$ cat src/rtl/vec_alu_pkg.sv
// Shared types for the multi-cycle vector ALU: op codes and control states.
package vec_alu_pkg;

    typedef enum logic [2:0] {
        OP_ADD = 3'b000,
        OP_SUB = 3'b001,
        OP_AND = 3'b010,
        OP_OR  = 3'b011,
        OP_XOR = 3'b100,
        OP_SHL = 3'b101,
        OP_SHR = 3'b110,
        OP_DUP = 3'b111
    } op_e;

    typedef enum logic [1:0] {
        IDLE,
        BUSY,
        DONE
    } state_e;

endpackage

$ cat src/rtl/vec_alu_lane.sv
// Combinational single-lane ALU. The DUP source lane is chosen by the parent
// and arrives on dup_a, so this block never needs to see the whole vector.
module vec_alu_lane
    import vec_alu_pkg::*;
#(
    parameter int N = 8
) (
    input  logic [N-1:0] a,
    input  logic [N-1:0] b,
    input  op_e          op,
    input  logic         sat,
    input  logic [N-1:0] dup_a,
    output logic [N-1:0] y
);

    localparam int SW = $clog2(N);

    logic [N:0]    w_sum;
    logic [N:0]    w_diff;
    logic [SW-1:0] w_sh;

    // One extra bit on add/sub exposes the carry (overflow) and borrow (underflow).
    assign w_sum  = {1'b0, a} + {1'b0, b};
    assign w_diff = {1'b0, a} - {1'b0, b};
    assign w_sh   = b[SW-1:0];

    // Per-lane operation select; saturation only affects ADD and SUB.
    always_comb begin
        // NOTE: y gets a default before the case so no path leaves it unassigned,
        // which would otherwise infer a latch.
        y = '0;
        case (op)
            OP_ADD: y = (sat && w_sum[N])  ? {N{1'b1}} : w_sum[N-1:0];
            OP_SUB: y = (sat && w_diff[N]) ? '0        : w_diff[N-1:0];
            OP_AND: y = a & b;
            OP_OR:  y = a | b;
            OP_XOR: y = a ^ b;
            OP_SHL: y = a << w_sh;
            OP_SHR: y = a >> w_sh;
            OP_DUP: y = dup_a;
        endcase
    end

endmodule

$ cat src/rtl/vec_alu_seq.sv
// Multi-cycle vector ALU: captures a V-lane operand bundle, computes P lanes
// per cycle over V/P passes, then holds the result until the consumer takes it.
module vec_alu_seq
    import vec_alu_pkg::*;
#(
    parameter int N = 8,
    parameter int V = 16,
    parameter int P = 16      // must divide V
) (
    input  logic           clk,
    input  logic           rst,
    input  logic           in_valid,
    output logic           in_ready,
    input  logic [V*N-1:0] a,
    input  logic [V*N-1:0] b,
    input  logic [2:0]     op,
    input  logic           sat,
    input  logic [V-1:0]   mask,
    output logic           out_valid,
    input  logic           out_ready,
    output logic [V*N-1:0] result,
    output logic           zero
);

    localparam int PASSES = V / P;
    localparam int CW     = (PASSES > 1) ? $clog2(PASSES) : 1;

    state_e         r_state;
    logic [CW-1:0]  r_cnt;
    logic [V*N-1:0] r_a;
    logic [V*N-1:0] r_b;
    op_e            r_op;
    logic           r_sat;
    logic [V-1:0]   r_mask;
    logic [V*N-1:0] r_result;
    logic           r_zero;
    logic           r_out_valid;
    logic           r_in_ready;

    logic [N-1:0]   w_lane_a   [P];
    logic [N-1:0]   w_lane_b   [P];
    logic [N-1:0]   w_lane_dup [P];
    logic [N-1:0]   w_lane_y   [P];
    logic [P-1:0]   w_lane_m;
    logic [V*N-1:0] w_next_result;
    logic           w_last;

    assign w_last = (r_cnt == CW'(PASSES - 1));

    // Route the lanes of the current pass onto the P lane ALUs; DUP may read
    // any lane of the captured A, not just those of this pass.
    always_comb begin
        for (int j = 0; j < P; j++) begin
            w_lane_a[j]   = '0;
            w_lane_b[j]   = '0;
            w_lane_dup[j] = '0;
        end
        w_lane_m = '0;
        for (int k = 0; k < PASSES; k++) begin
            if (r_cnt == CW'(k)) begin
                for (int j = 0; j < P; j++) begin
                    w_lane_a[j]   = r_a[(k*P + j)*N +: N];
                    w_lane_b[j]   = r_b[(k*P + j)*N +: N];
                    w_lane_dup[j] = r_a[((k*P + j)/2)*N +: N];
                    w_lane_m[j]   = r_mask[k*P + j];
                end
            end
        end
    end

    genvar gj;
    generate
        for (gj = 0; gj < P; gj++) begin : g_lane
            vec_alu_lane #(.N(N)) u_lane (
                .a     (w_lane_a[gj]),
                .b     (w_lane_b[gj]),
                .op    (r_op),
                .sat   (r_sat),
                .dup_a (w_lane_dup[gj]),
                .y     (w_lane_y[gj])
            );
        end
    endgenerate

    // Merge this pass's lanes into the held result; masked lanes pass A through.
    always_comb begin
        w_next_result = r_result;
        for (int i = 0; i < V; i++) begin
            if (r_cnt == CW'(i / P)) begin
                w_next_result[i*N +: N] = w_lane_m[i % P] ? w_lane_y[i % P]
                                                          : w_lane_a[i % P];
            end
        end
    end

    // Control FSM with registered handshake outputs, result and zero flag.
    always_ff @(posedge clk) begin
        if (rst) begin
            r_state     <= IDLE;
            r_cnt       <= '0;
            r_result    <= '0;
            r_zero      <= 1'b0;
            r_out_valid <= 1'b0;
            r_in_ready  <= 1'b1;
            // NOTE: operand capture registers are left out of reset; they are
            // always loaded at accept before anything reads them.
        end else begin
            case (r_state)
                IDLE: begin
                    if (in_valid) begin
                        // NOTE: all state uses non-blocking assignment so every
                        // register sees pre-edge values, independent of statement order.
                        r_a        <= a;
                        r_b        <= b;
                        r_op       <= op_e'(op);
                        r_sat      <= sat;
                        r_mask     <= mask;
                        r_cnt      <= '0;
                        r_in_ready <= 1'b0;
                        r_state    <= BUSY;
                    end
                end
                BUSY: begin
                    r_result <= w_next_result;
                    if (w_last) begin
                        r_cnt       <= '0;
                        r_zero      <= (w_next_result == '0);
                        r_out_valid <= 1'b1;
                        r_state     <= DONE;
                    end else begin
                        r_cnt <= r_cnt + CW'(1);
                    end
                end
                DONE: begin
                    if (out_ready) begin
                        r_out_valid <= 1'b0;
                        r_zero      <= 1'b0;
                        r_in_ready  <= 1'b1;
                        r_state     <= IDLE;
                    end
                end
                default: begin
                    r_state    <= IDLE;
                    r_in_ready <= 1'b1;
                end
            endcase
        end
    end

    assign in_ready  = r_in_ready;
    assign out_valid = r_out_valid;
    assign result    = r_result;
    assign zero      = r_zero;

endmodule

$ cat config.mk
export PLATFORM = sky130hd
export DESIGN_NAME = vec_alu_seq
export DESIGN_NICKNAME = d
export VERILOG_FILES = /design/src/rtl/vec_alu_pkg.sv /design/src/rtl/vec_alu_lane.sv /design/src/rtl/vec_alu_seq.sv
export SDC_FILE = /design/constraint.sdc
export NUM_CORES = 2
export LEC_CHECK = 0
export ABC_AREA = 1
export CAP_MARGIN = 5
export CELL_PAD_IN_SITES_DETAIL_PLACEMENT = 0
export CELL_PAD_IN_SITES_GLOBAL_PLACEMENT = 1
export CORE_MARGIN = 3
export CORE_UTILIZATION = 46
export DETAILED_ROUTE_END_ITERATION = 8
export GPL_TIMING_DRIVEN = 0
export PLACE_DENSITY_LB_ADDON = 0.1
export SETUP_SLACK_MARGIN = 0.5
export SYNTH_ARGS = -nofsm -noshare
export SYNTH_HDL_FRONTEND = slang
export SYNTH_HIERARCHICAL = 1
export SYNTH_SLANG_ARGS = --single-unit
export TNS_END_PERCENT = 1
$ cat constraint.sdc
create_clock -name clk -period 54.5 [get_ports clk]
set_input_delay 8.175 -clock clk [delete_from_list [all_inputs] [get_ports clk]]
set_output_delay 8.175 -clock clk [all_outputs]
set_load 0.05 [all_outputs]
==> summary.txt <==
Status
  – Status: complete, but fails checks
  – Failing checks: DRC

Floorplanning
  – I/O Pins: 411
  – Row cnt: 115
  – Die ar.: 104,000 um^2
  – Die Wd: 323 um
  – Core Footprint: 98,900 um^2
  – Die H: 323 um
  – Initial Util: 0.467

Power and ir drop
  – Sequential power share: 0.353
  – Final Total Pwr: 1070 uW
  – Leak: 0.0276 uW
  – Internal power: 674 uW
  – Clk pwr share: 0.340
  – Worst vdd ir: 0.0000377 V
  – Reported net switching power: 397 uW
  – Pwr Density: 19.7 nW/um^2
  – Combinational power share: 0.307
  – Net Sw Frac: 0.371

Critical path
  – Reg-to-Reg End: zero
  – Crit path launch: rst
  – Worst Setup Start Kind: input pin
  – RR Startpoint: r_op[0]
  – Critical path endpoint category: register
  – Crit path kind: input pin to register
  – Worst Path Arrival: 11.64 ns
  – R2r worst-path depth: 21
  – R2r setup slk: 49.97 ns
  – CP required: 54.85 ns
  – Max Fanout on Critical Path: 13

Synthesis
  – Syn nets: 8,075
  – Count leader, synth: nand2_1
  – Post-synthesis register bit count: 409
  – Sequential area share after synthesis: 0.237
  – Synth cell count leaders: nand2_1 (2,137), inv_1 (1,062), nand3_1 (977), nor2_1 (757), ha_1 (400)
  – Largest cells by area after synthesis: edfxtp_1 (18%), nand2_1 (17%), ha_1 (11%)
  – Netlist cell types: 46
  – Syn Area/Cell: 6.27 um^2
  – Synth warn: 6
  – Gate Count Post-Synth: 7,363
  – Synth top area share: 0.180
  – Ys async rst share: 0
  – Largest area contributor in the netlist: edfxtp_1
  – Ys flop type: edfxtp_1
  – Netlist Area Pre-Place: 46,100 um^2
  – Number of synthesized flops with an enable pin: 276

Global routing
  – Vias in the first global route: 46,030
  – Largest net degree at the start of global routing: 18
  – Initial antenna violation count: 16
  – GRT Util Overall: 0.325
  – First-pass GRT wire length: 265 mm
  – Overflow after GRT: 0

STA
  – Final setup fails: 0
  – Max-slew violation count: 0
  – Hold WS: 0.511 ns
  – Period minus WS final: 11.29 ns
  – Clk_skew: 0.0527 ns
  – Total Negative Setup Slacks: 0 ns
  – Fmax: 0.0886 GHz
  – RSZ-0062 raised after global routing: no
  – Final worst-path setup slack: 43.21 ns
  – Worst-Margin Slew: 1.40 ns
  – Hold Fails Final Rpt: 0
  – Slew margin rel.: 0.0563
  – Final worst-path cycle share: 0.207

Routing
  – Routed length per instance: 19.1 um
  – DR iter-0 viols: 4,182
  – Routed WL: 175 mm
  – TritonRoute pass-1 iters: 8
  – Vias: 49,677
  – Detail Route Antenna Nets: 0
  – Vias per inst: 5.39
  – Post-route DRC: 2

CTS
  – Clk sinks: 409
  – TritonCTS clock tree: done
  – Worst-path clk slew: 0.06 ns
  – Clock Latency Late Sink: 0.70 ns
  – Setup Fix Bufs, Post-CTS: 0
  – Worst-case clock buffer depth: 3
  – Root Buffer: clkbuf_16
  – # H-tree levels: 2
  – Gates resized, CTS repair: 0
  – TritonCTS Buffers: 53
  – # hold bufs at CTS: 0

Worst hold path
  – Hold/Removal Path Class: register to register
  – Worst Hold End: r_state[0]
  – Hold path depth: 1
  – Hold_sp: r_state[1]

Final layout
  – Post-layout util: 0.550
  – Area Overhead vs Synth: 17.8%
  – Share of post-route cells with drive strength above 1: 0.0774
  – Nets: 8,579

Job
  – Maxcap violations: 0

Placed design
  – HPWL after DPL: 140 mm
  – Pre-CTS setup slack: 42.64 ns
  – Final GP Congestion: 0.984
  – Port Buffers: 410
stage by stage:
stage / cells / area (um^2)
after floorplan: 7363 / 46100
after global placement: 9060 / 51800
after detailed placement: 9099 / 52500
after CTS: 9199 / 54300
after global routing: 9206 / 54300
final: 9211 / 54300
kinds of logic after synthesis:
logic type                 after synthesis  share of synthesized area
and+or+nand+nor                       4300                      0.409
muxes                                    2                   0.000434
AOI/OAI and AO/OA                      734                     0.0862
xor gates and xnor gates                90                     0.0171
adders and majority gates              432                      0.122
DFF                                    409                      0.237
buffers and inverters                 1396                      0.127
layout make-up:
type	instances	area (um^2)
Antenna cell	12	30.0
Inverter	1182	4470
Fill cell	10077	44500
Timing Repair Buffer	449	4750
Multi-Input combinational cell	5558	29300
Clock buffer	67	1420
Sequential cell	409	11000
Clock inverter	33	369
Buffer	214	1410
Tap cell	1287	1610
critical path: stages:
cell and delay [ns]:
clkdlybuf4s50_1 0.55, inv_1 0.14, buf_1 0.82, nand2_1 0.24, nor3_2 0.65, buf_6 0.26
buf_6 0.19, buf_6 0.19, buf_6 0.19, buf_6 0.20
layer usage:
metal / vias up / wire [um] / GRT usage
met1: 22802 / 77100 / 0.442
met3: 328 / 12900 / 0.0461
met2: 1889 / 77900 / 0.520
met4: 6 / 7490 / 0.131
met5: - / 34 / 0
li1: 24652 / - / -
placed cells by master, fill, tap and decap left out, drive strengths merged, types with 2 or more instances in the layout:
cell type	instances
a21oi	312
nor3	51
clkinv	21
ha	400
clkdlybuf4s50	410
bufinv	4
xnor2	11
mux2i	2
nand3b	25
inv	1187
nand4	170
a21boi	5
xor2	79
and2	18
nor2	819
fa	32
diode	12
edfxtp	276
or2	17
buf	215
o22ai	5
clkinvlp	3
clkbuf	105
dfxtp	133
o21bai	16
o211ai	38
a31oi	12
nand2	2180
nand3	1020
o21ai	345
registers in the layout (all words and copies together), names as in the netlist:
| name | cells |
|---|---|
| in_ready | 1 |
| r_b | 128 |
| r_op | 3 |
| zero | 1 |
| out_valid | 1 |
| r_sat | 1 |
| r_a | 128 |
| r_mask | 16 |
| r_state | 2 |
| result | 128 |
power by group through the flow:
stage               sequential [uW]  combinational, uW  clock (uW)
global route                    379                362         385
finish                          377                329         365
global placement                397                314           0
floorplan                       404                190           0
CTS                             377                324         373
detailed placement              383                323           0
worst max-delay path by stage:
stage	cells past startpoint	to	slack, ns
3_3_place_gp	5	r_b[32]	14.39
6_report	10	r_b[33]	43.21
5_1_grt	10	r_a[36]	43.08
4_1_cts	10	r_a[36]	43.30
3_5_place_dp	10	r_b[32]	42.64
2_1_floorplan	4	r_a[0]	26.15
Power figures use the tool's default switching activity.
